$ cat src/rtl/axi_4_vlsu_req_sequencer_pkg.sv
// Shared types and constants for the VLSU request sequencer.
// Holds beat/page geometry, the AXI burst encoding and the sequencer FSM state type.
package axi_4_vlsu_req_sequencer_pkg;

    localparam int unsigned ADDR_W_DEF    = 32;
    localparam int unsigned DATA_W_DEF    = 64;
    localparam int unsigned BURST_MAX_DEF = 8;
    localparam int unsigned CNT_W_DEF     = 16;

    localparam int unsigned BEAT_BYTES   = 8;
    localparam int unsigned PAGE_BYTES   = 4096;
    localparam int unsigned STROBE_WIDTH = DATA_W_DEF / 8;

    localparam logic [2:0] BURST_SIZE_8B = 3'd3;

    typedef enum logic [1:0] {
        BURST_FIXED = 2'b00,
        BURST_INCR  = 2'b01,
        BURST_WRAP  = 2'b10
    } burst_type_e;

    typedef enum logic [3:0] {
        StIdle,
        StCalc,
        StWfill,
        StWissue,
        StWwait,
        StRissue,
        StRwait,
        StRdrain,
        StFin
    } seq_state_e;

    // Width needed to hold a beat count in 0..burst_max.
    function automatic int unsigned burst_cnt_w(input int unsigned burst_max);
        return $clog2(burst_max + 1);
    endfunction

endpackage

$ cat src/rtl/axi_4_vlsu_req_sequencer_if.sv
// Bundle of VLSU-side request/data streams and master-side burst signals.
// The master modport is the sequencer's view; slave is the environment's view.
interface axi_4_vlsu_req_sequencer_if
    import axi_4_vlsu_req_sequencer_pkg::*;
#(
    parameter int unsigned ADDR_W    = ADDR_W_DEF,
    parameter int unsigned DATA_W    = DATA_W_DEF,
    parameter int unsigned BURST_MAX = BURST_MAX_DEF,
    parameter int unsigned CNT_W     = CNT_W_DEF
);

    logic                              req_valid;
    logic                              req_ready;
    logic                              req_we;
    logic [ADDR_W-1:0]                 req_addr;
    logic [CNT_W-1:0]                  req_beats;

    logic                              wdata_valid;
    logic                              wdata_ready;
    logic [DATA_W-1:0]                 wdata;

    logic                              rdata_valid;
    logic                              rdata_ready;
    logic [DATA_W-1:0]                 rdata;

    logic                              done;
    logic                              err;

    logic                              ld_req;
    logic                              st_req;
    logic [ADDR_W-1:0]                 base_addr;
    logic [7:0]                        burst_len;
    logic [2:0]                        burst_size;
    logic [1:0]                        burst_type;
    logic [DATA_W*BURST_MAX-1:0]       vlsu_wdata;
    logic [(DATA_W/8)*BURST_MAX-1:0]   write_strobe;
    logic [DATA_W*BURST_MAX-1:0]       burst_rdata_array;
    logic                              burst_valid_data;
    logic                              burst_wr_valid;

    modport master (
        input  req_valid, req_we, req_addr, req_beats,
        input  wdata_valid, wdata, rdata_ready,
        input  burst_rdata_array, burst_valid_data, burst_wr_valid,
        output req_ready, wdata_ready, rdata_valid, rdata, done, err,
        output ld_req, st_req, base_addr, burst_len, burst_size, burst_type,
        output vlsu_wdata, write_strobe
    );

    modport slave (
        output req_valid, req_we, req_addr, req_beats,
        output wdata_valid, wdata, rdata_ready,
        output burst_rdata_array, burst_valid_data, burst_wr_valid,
        input  req_ready, wdata_ready, rdata_valid, rdata, done, err,
        input  ld_req, st_req, base_addr, burst_len, burst_size, burst_type,
        input  vlsu_wdata, write_strobe
    );

endinterface

$ cat src/rtl/axi_4_vlsu_req_sequencer_burst_calc.sv
// Beat count of the next burst: min(remaining, BURST_MAX, beats left in the 4 KB page).
// Purely combinational; the caller guarantees a beat-aligned page offset.
module axi_4_vlsu_req_sequencer_burst_calc
    import axi_4_vlsu_req_sequencer_pkg::*;
#(
    parameter int unsigned CNT_W     = CNT_W_DEF,
    parameter int unsigned BURST_MAX = BURST_MAX_DEF,
    parameter int unsigned N_W       = burst_cnt_w(BURST_MAX)
) (
    input  logic [$clog2(PAGE_BYTES)-1:0] page_off,
    input  logic [CNT_W-1:0]              remaining,
    output logic [N_W-1:0]                n
);

    localparam int unsigned OffW      = $clog2(PAGE_BYTES);
    localparam int unsigned BeatShift = $clog2(BEAT_BYTES);

    logic [OffW:0] page_room;
    logic [31:0]   page_beats;
    logic [31:0]   lim;

    // One extra bit so a zero offset yields a full page rather than wrapping to 0.
    assign page_room  = (OffW + 1)'(PAGE_BYTES) - {1'b0, page_off};
    assign page_beats = 32'(page_room) >> BeatShift;

    always_comb begin
        lim = BURST_MAX;
        if (page_beats < lim) lim = page_beats;
        if (32'(remaining) < lim) lim = 32'(remaining);
    end

    assign n = N_W'(lim);

endmodule

$ cat src/rtl/axi_4_vlsu_req_sequencer.sv
// Splits one VLSU vector request into 4 KB-safe INCR bursts for axi_4_master,
// gathering write beats into a burst buffer and streaming read bursts back beat by beat.
module axi_4_vlsu_req_sequencer
    import axi_4_vlsu_req_sequencer_pkg::*;
#(
    parameter int unsigned ADDR_W    = ADDR_W_DEF,
    parameter int unsigned DATA_W    = DATA_W_DEF,
    parameter int unsigned BURST_MAX = BURST_MAX_DEF,
    parameter int unsigned CNT_W     = CNT_W_DEF
) (
    input logic                          clk,
    input logic                          reset,
    axi_4_vlsu_req_sequencer_if.master   bus
);

    localparam int unsigned N_W       = burst_cnt_w(BURST_MAX);
    localparam int unsigned StrbW     = DATA_W / 8;
    localparam int unsigned WBufW     = DATA_W * BURST_MAX;
    localparam int unsigned SBufW     = StrbW * BURST_MAX;
    localparam int unsigned WOffW     = $clog2(WBufW);
    localparam int unsigned SOffW     = $clog2(SBufW);
    localparam int unsigned OffW      = $clog2(PAGE_BYTES);
    localparam int unsigned AlignW    = $clog2(BEAT_BYTES);

    seq_state_e          state_q;
    logic [ADDR_W-1:0]   addr_q;
    logic [CNT_W-1:0]    remaining_q;
    logic                we_q;
    logic                err_lat_q;
    logic [N_W-1:0]      burst_n_q;
    logic [N_W-1:0]      beat_idx_q;
    logic [WBufW-1:0]    rbuf_q;

    logic                req_ready_q;
    logic                wdata_ready_q;
    logic                rdata_valid_q;
    logic [DATA_W-1:0]   rdata_q;
    logic                done_q;
    logic                err_q;
    logic                ld_req_q;
    logic                st_req_q;
    logic [ADDR_W-1:0]   base_addr_q;
    logic [7:0]          burst_len_q;
    logic [WBufW-1:0]    vlsu_wdata_q;
    logic [SBufW-1:0]    write_strobe_q;

    logic [N_W-1:0]      calc_n;
    logic [N_W-1:0]      last_idx;
    logic [N_W-1:0]      next_idx;
    logic [WOffW-1:0]    wr_off;
    logic [WOffW-1:0]    rd_off;
    logic [SOffW-1:0]    st_off;
    logic [ADDR_W-1:0]   next_addr;
    logic                last_burst;

    axi_4_vlsu_req_sequencer_burst_calc #(
        .CNT_W     (CNT_W),
        .BURST_MAX (BURST_MAX),
        .N_W       (N_W)
    ) u_burst_calc (
        .page_off  (addr_q[OffW-1:0]),
        .remaining (remaining_q),
        .n         (calc_n)
    );

    assign last_idx   = burst_n_q - N_W'(1);
    assign next_idx   = beat_idx_q + N_W'(1);
    assign wr_off     = WOffW'(beat_idx_q) * WOffW'(DATA_W);
    assign rd_off     = WOffW'(next_idx) * WOffW'(DATA_W);
    assign st_off     = SOffW'(beat_idx_q) * SOffW'(StrbW);
    assign next_addr  = addr_q + (ADDR_W'(burst_n_q) << AlignW);
    assign last_burst = (remaining_q == CNT_W'(burst_n_q));

    always_ff @(posedge clk) begin
        if (reset) begin
            state_q        <= StIdle;
            addr_q         <= '0;
            remaining_q    <= '0;
            we_q           <= 1'b0;
            err_lat_q      <= 1'b0;
            burst_n_q      <= '0;
            beat_idx_q     <= '0;
            rbuf_q         <= '0;
            req_ready_q    <= 1'b1;
            wdata_ready_q  <= 1'b0;
            rdata_valid_q  <= 1'b0;
            rdata_q        <= '0;
            done_q         <= 1'b0;
            err_q          <= 1'b0;
            ld_req_q       <= 1'b0;
            st_req_q       <= 1'b0;
            base_addr_q    <= '0;
            burst_len_q    <= '0;
            vlsu_wdata_q   <= '0;
            write_strobe_q <= '0;
        end else begin
            case (state_q)
                StIdle: begin
                    // done/err pulse ends here; ready returns one cycle after done.
                    done_q      <= 1'b0;
                    err_q       <= 1'b0;
                    req_ready_q <= 1'b1;
                    if (bus.req_valid && req_ready_q) begin
                        req_ready_q <= 1'b0;
                        addr_q      <= bus.req_addr;
                        remaining_q <= bus.req_beats;
                        we_q        <= bus.req_we;
                        err_lat_q   <= 1'b0;
                        if (bus.req_addr[AlignW-1:0] != '0) begin
                            err_lat_q <= 1'b1;
                            state_q   <= StFin;
                        end else if (bus.req_beats == '0) begin
                            state_q <= StFin;
                        end else begin
                            state_q <= StCalc;
                        end
                    end
                end
                StCalc: begin
                    burst_n_q   <= calc_n;
                    base_addr_q <= addr_q;
                    burst_len_q <= 8'(calc_n - N_W'(1));
                    beat_idx_q  <= '0;
                    if (we_q) begin
                        vlsu_wdata_q   <= '0;
                        write_strobe_q <= '0;
                        wdata_ready_q  <= 1'b1;
                        state_q        <= StWfill;
                    end else begin
                        ld_req_q <= 1'b1;
                        state_q  <= StRissue;
                    end
                end
                StWfill: begin
                    if (bus.wdata_valid && wdata_ready_q) begin
                        vlsu_wdata_q[wr_off +: DATA_W]  <= bus.wdata;
                        write_strobe_q[st_off +: StrbW] <= '1;
                        if (beat_idx_q == last_idx) begin
                            wdata_ready_q <= 1'b0;
                            st_req_q      <= 1'b1;
                            state_q       <= StWissue;
                        end else begin
                            beat_idx_q <= next_idx;
                        end
                    end
                end
                StWissue: begin
                    st_req_q <= 1'b0;
                    state_q  <= StWwait;
                end
                StWwait: begin
                    if (bus.burst_wr_valid) begin
                        addr_q      <= next_addr;
                        remaining_q <= remaining_q - CNT_W'(burst_n_q);
                        state_q     <= last_burst ? StFin : StCalc;
                    end
                end
                StRissue: begin
                    ld_req_q <= 1'b0;
                    state_q  <= StRwait;
                end
                StRwait: begin
                    if (bus.burst_valid_data) begin
                        rbuf_q        <= bus.burst_rdata_array;
                        rdata_q       <= bus.burst_rdata_array[DATA_W-1:0];
                        rdata_valid_q <= 1'b1;
                        beat_idx_q    <= '0;
                        state_q       <= StRdrain;
                    end
                end
                StRdrain: begin
                    if (bus.rdata_ready) begin
                        if (beat_idx_q == last_idx) begin
                            rdata_valid_q <= 1'b0;
                            addr_q        <= next_addr;
                            remaining_q   <= remaining_q - CNT_W'(burst_n_q);
                            state_q       <= last_burst ? StFin : StCalc;
                        end else begin
                            beat_idx_q <= next_idx;
                            rdata_q    <= rbuf_q[rd_off +: DATA_W];
                        end
                    end
                end
                StFin: begin
                    done_q  <= 1'b1;
                    err_q   <= err_lat_q;
                    state_q <= StIdle;
                end
                default: state_q <= StIdle;
            endcase
        end
    end

    assign bus.req_ready    = req_ready_q;
    assign bus.wdata_ready  = wdata_ready_q;
    assign bus.rdata_valid  = rdata_valid_q;
    assign bus.rdata        = rdata_q;
    assign bus.done         = done_q;
    assign bus.err          = err_q;
    assign bus.ld_req       = ld_req_q;
    assign bus.st_req       = st_req_q;
    assign bus.base_addr    = base_addr_q;
    assign bus.burst_len    = burst_len_q;
    assign bus.burst_size   = BURST_SIZE_8B;
    assign bus.burst_type   = BURST_INCR;
    assign bus.vlsu_wdata   = vlsu_wdata_q;
    assign bus.write_strobe = write_strobe_q;

endmodule

$ cat src/flat_wrapper.sv
// flat-port wrapper written by rule: the top's interface ports become plain ports
module axi_4_vlsu_req_sequencer_flat import axi_4_vlsu_req_sequencer_pkg::*;
#(
    parameter int unsigned ADDR_W    = ADDR_W_DEF,
    parameter int unsigned DATA_W    = DATA_W_DEF,
    parameter int unsigned BURST_MAX = BURST_MAX_DEF,
    parameter int unsigned CNT_W     = CNT_W_DEF
)
  (clk, reset, bus_req_valid, bus_req_we, bus_req_addr, bus_req_beats, bus_wdata_valid, bus_wdata, bus_rdata_ready, bus_burst_rdata_array, bus_burst_valid_data, bus_burst_wr_valid, bus_req_ready, bus_wdata_ready, bus_rdata_valid, bus_rdata, bus_done, bus_err, bus_ld_req, bus_st_req, bus_base_addr, bus_burst_len, bus_burst_size, bus_burst_type, bus_vlsu_wdata, bus_write_strobe);
  axi_4_vlsu_req_sequencer_if #(.ADDR_W(ADDR_W), .DATA_W(DATA_W), .BURST_MAX(BURST_MAX), .CNT_W(CNT_W)) bus_i ();
  input logic clk;
  input logic reset;
  input wire logic [$bits(bus_i.req_valid)-1:0] bus_req_valid;
  input wire logic [$bits(bus_i.req_we)-1:0] bus_req_we;
  input wire logic [$bits(bus_i.req_addr)-1:0] bus_req_addr;
  input wire logic [$bits(bus_i.req_beats)-1:0] bus_req_beats;
  input wire logic [$bits(bus_i.wdata_valid)-1:0] bus_wdata_valid;
  input wire logic [$bits(bus_i.wdata)-1:0] bus_wdata;
  input wire logic [$bits(bus_i.rdata_ready)-1:0] bus_rdata_ready;
  input wire logic [$bits(bus_i.burst_rdata_array)-1:0] bus_burst_rdata_array;
  input wire logic [$bits(bus_i.burst_valid_data)-1:0] bus_burst_valid_data;
  input wire logic [$bits(bus_i.burst_wr_valid)-1:0] bus_burst_wr_valid;
  output wire logic [$bits(bus_i.req_ready)-1:0] bus_req_ready;
  output wire logic [$bits(bus_i.wdata_ready)-1:0] bus_wdata_ready;
  output wire logic [$bits(bus_i.rdata_valid)-1:0] bus_rdata_valid;
  output wire logic [$bits(bus_i.rdata)-1:0] bus_rdata;
  output wire logic [$bits(bus_i.done)-1:0] bus_done;
  output wire logic [$bits(bus_i.err)-1:0] bus_err;
  output wire logic [$bits(bus_i.ld_req)-1:0] bus_ld_req;
  output wire logic [$bits(bus_i.st_req)-1:0] bus_st_req;
  output wire logic [$bits(bus_i.base_addr)-1:0] bus_base_addr;
  output wire logic [$bits(bus_i.burst_len)-1:0] bus_burst_len;
  output wire logic [$bits(bus_i.burst_size)-1:0] bus_burst_size;
  output wire logic [$bits(bus_i.burst_type)-1:0] bus_burst_type;
  output wire logic [$bits(bus_i.vlsu_wdata)-1:0] bus_vlsu_wdata;
  output wire logic [$bits(bus_i.write_strobe)-1:0] bus_write_strobe;
  assign bus_i.req_valid = bus_req_valid;
  assign bus_i.req_we = bus_req_we;
  assign bus_i.req_addr = bus_req_addr;
  assign bus_i.req_beats = bus_req_beats;
  assign bus_i.wdata_valid = bus_wdata_valid;
  assign bus_i.wdata = bus_wdata;
  assign bus_i.rdata_ready = bus_rdata_ready;
  assign bus_i.burst_rdata_array = bus_burst_rdata_array;
  assign bus_i.burst_valid_data = bus_burst_valid_data;
  assign bus_i.burst_wr_valid = bus_burst_wr_valid;
  assign bus_req_ready = bus_i.req_ready;
  assign bus_wdata_ready = bus_i.wdata_ready;
  assign bus_rdata_valid = bus_i.rdata_valid;
  assign bus_rdata = bus_i.rdata;
  assign bus_done = bus_i.done;
  assign bus_err = bus_i.err;
  assign bus_ld_req = bus_i.ld_req;
  assign bus_st_req = bus_i.st_req;
  assign bus_base_addr = bus_i.base_addr;
  assign bus_burst_len = bus_i.burst_len;
  assign bus_burst_size = bus_i.burst_size;
  assign bus_burst_type = bus_i.burst_type;
  assign bus_vlsu_wdata = bus_i.vlsu_wdata;
  assign bus_write_strobe = bus_i.write_strobe;
  axi_4_vlsu_req_sequencer #(.ADDR_W(ADDR_W), .DATA_W(DATA_W), .BURST_MAX(BURST_MAX), .CNT_W(CNT_W)) u_core (.clk(clk), .reset(reset), .bus(bus_i));
endmodule
$ cat config.mk
export PLATFORM = sky130hd
export DESIGN_NAME = axi_4_vlsu_req_sequencer_flat
export DESIGN_NICKNAME = d
export VERILOG_FILES = /design/src/rtl/axi_4_vlsu_req_sequencer_pkg.sv /design/src/rtl/axi_4_vlsu_req_sequencer_if.sv /design/src/rtl/axi_4_vlsu_req_sequencer_burst_calc.sv /design/src/rtl/axi_4_vlsu_req_sequencer.sv /design/src/flat_wrapper.sv
export SDC_FILE = /design/constraint.sdc
export NUM_CORES = 2
export LEC_CHECK = 0
export ABC_AREA = 1
export CORE_AREA = 2 2 515 517
export CTS_CLUSTER_SIZE = 30
export DETAILED_ROUTE_END_ITERATION = 12
export DIE_AREA = 0 0 517 519
export PLACE_DENSITY = 0.37
export SYNTH_ARGS = -nofsm -noshare
export SYNTH_HDL_FRONTEND = slang
export SYNTH_HIERARCHICAL = 1
export SYNTH_SLANG_ARGS = --single-unit
$ cat constraint.sdc
create_clock -name clk -period 5 [get_ports clk]
set_input_delay 0.75 -clock clk [delete_from_list [all_inputs] [get_ports clk]]
set_output_delay 0.75 -clock clk [all_outputs]
set_load 0.02 [all_outputs]
==> flow_summary.ini <==
[run_status]
outcome = completed

[placed_design]
dpl.hpwl_mm = 227
routabilityCongestion = 0.885
io_buffers = 1318

[logic_synthesis]
synth_flop_cell = dfxtp_1
synth-edff-count = 0
avgSynthCellArea_um2 = 7.08
async_flop_share = 0
synthCells = 7273
synthesis.area_um2 = 51500
ys_seq_area_frac = 0.467
synth-seq-cells = 1202
ys.warnings.count = 6
synth_common_cells = 2037 x nand2_1, 1202 x dfxtp_1, 1118 x a21oi_1
synth_cell_types = 46
synth_area_leaders = dfxtp_1 47%, nand2_1 15%, a21oi_1 11%
yosys.area.top_type = dfxtp_1
yosysMostFrequentCell = nand2_1
synth_top_cell_area_share = 0.467

[sta]
hold_violations = 0
post-route-period-util = 0.751
fmax_mhz = 266
setup_viol = 0
finalCriticalPeriod_ns = 3.76
totalNegativeSetupSlack_ns = 0
slew_headroom = 0.122
fin_skew_ns = 0.0633
rsz0062_at_grt = false
worst_pin_slew_ns = 1.31
slew_viol_final = 0

[route]
drt_iter0_drc = 4592
routed_wl_mm = 314
drt-pass1-iter-count = 6
routed_via_density = 4.63
wire_per_inst_um = 26.3
postRouteAntennaNets = 0
remaining_drc_errors = 0
vias = 55200

[cts]
tritoncts = built
clk_pin_slew_ns = 0.06
numCtsBuffers = 158
cts-hold-fix-buffers = 0
postCtsSetupRepairBufs = 0
htreeDepth = 4
clk-insertion-delay-late_ns = 0.86
postCtsResizedCells = 0
cts_buffer_depth = 3
clkSinkCount = 1202
root_buffer = clkbuf_16

[pwr]
power_mw = 31.5
leakagePower_nw = 24.7
pwr_density_cell_nw_per_um2 = 433
ir_drop_uv = 339

[floorplanning]
initial_utilization = 0.195
fp.dieH_um = 519
die_w_um = 517
ios = 1324
die_area_um2 = 268000
num_rows = 189
core_um2 = 263000

[critical_path]
cp_data_required_time_ns = 5.69
path_class = flip-flop to flip-flop
path_max_fanout = 53
r2r_setup_slack_ns = 1.24
endpoint_kind = flip-flop
start_kind = flip-flop
cp.arrival_ns = 4.45

[cells_and_area]
drive_gt1_frac = 0.0520
final_util = 0.276
nets = 8868
synthToLayoutAreaGrowth_pct = 41.3

[worst_hold_path]
holdCritPathClass = primary input to flip-flop

[global_routing]
grt_max_degree = 164
grt_pass1_wl_mm = 430
grt_pass1_vias = 52600
antenna_found_initial = 124
grt_usage = 0.224
overflow = 0

[flow_run]
cap_violations = 0
==> where the power goes <==
group          switching (mW)  total (mW)  internal (mW)
sequential              0.443        10.5           10.1
clock                    5.03        11.6           6.59
combinational            6.76        9.37           2.62
==> area by class of cell <==
| type | instances | area [µm²] |
|---|---|---|
| fill | 29100 | 191000 |
| sequential | 1202 | 24100 |
| multi-input combinational | 5157 | 23600 |
| clock inverter | 59 | 633 |
| timing repair buffer | 1432 | 14300 |
| inverter | 261 | 1010 |
| clock buffer | 231 | 4610 |
| tap | 3533 | 4420 |
| antenna | 51 | 128 |
==> worst max-delay path, stage by stage, from the launching register on <==
cell      delay, ns
dfxtp_4        0.37
buf_4          0.59
ha_1           0.31
xnor2_2        0.20
buf_4          0.67
buf_4          0.60
o221ai_1       0.49
nand3_1        0.17
nand2_1        0.06
nor2_1         0.09
nor2_1         0.04
==> kinds of logic (layout without fill, tap and decap cells) <==
kind of cell             Yosys count  after routing  synth area share
AND/OR/NAND/NOR                 3505           3505             0.280
buffers and inverters            922           1983            0.0781
flip-flops                      1202           1202             0.467
AO/OA/AOI/OAI                   1609           1609             0.167
XOR/XNOR                           8              8           0.00136
other                              3             62          0.000219
adder cells (fa/ha/maj)           24             24           0.00612
==> per-stage QoR <==
stage               instance area, µm²  setup slack (ns)  hold WS, ns  instances
global placement                 67400              1.00        0.445      11600
global route                     72700             0.990        0.304      11900
CTS                              72600              1.06        0.282      11900
detailed placement               67400              1.04        0.449      11600
floorplan                        51500              2.10        0.430       7281
finish                           72700              1.24        0.312      11900
==> layer usage <==
| metal | vias to the layer above | track usage | part of all wire |
|---|---|---|---|
| met3 | 435 | 0.0556 | 0.072 |
| li1 | 25900 | - | - |
| met4 | 36 | 0.0892 | 0.036 |
| met2 | 1940 | 0.353 | 0.46 |
| met1 | 26800 | 0.290 | 0.43 |
| met5 | - | 0 | 0.00069 |
==> state kept, by name, indices dropped and copies added, names as in the netlist, 5 cells and up <==
signal	flops
u_core/bus.rdata	64
u_core/bus.burst_len	5
u_core/bus.vlsu_wdata	512
u_core/rbuf_q	512
u_core/bus.base_addr	32
u_core/bus.write_strobe	8
u_core/remaining_q	16
u_core/addr_q	32
==> worst paths after layout <==
check                                           from                   endpoint  cells after the start
worst max-delay path            u_core/beat_idx_q[0]       u_core/bus.rdata[53]                     10
worst min-delay path                           reset  u_core/bus.vlsu_wdata[38]                      2
worst max register to register  u_core/beat_idx_q[0]       u_core/bus.rdata[53]                     10
worst min register to register    u_core/rbuf_q[253]         u_core/rbuf_q[253]                      2
==> cells in the final DEF (no fill, tap or decap), types with 3 or more instances in the layout <==
cell type / n
dfxtp_1: 1201
clkinvlp_4: 7
inv_6: 5
nor2_4: 3
nand4_1: 13
o21ai_1: 5
o21ai_4: 7
inv_16: 6
a21oi_1: 1118
clkbuf_16: 160
clkbuf_8: 34
o21ai_0: 336
nand3_1: 731
nand2_4: 5
o221ai_1: 125
buf_12: 18
inv_2: 11
clkinv_16: 6
or2_2: 7
nor3_1: 126
conb_1: 11
clkdlybuf4s50_1: 1316
nand2_2: 8
buf_4: 96
nor2_2: 4
clkbuf_1: 37
inv_1: 242
diode_2: 51
nor2_1: 566
clkinv_2: 35
xor2_1: 5
o211ai_1: 4
nand2_1: 2034
ha_1: 21
No activity file was read; power rests on OpenSTA's default activity.
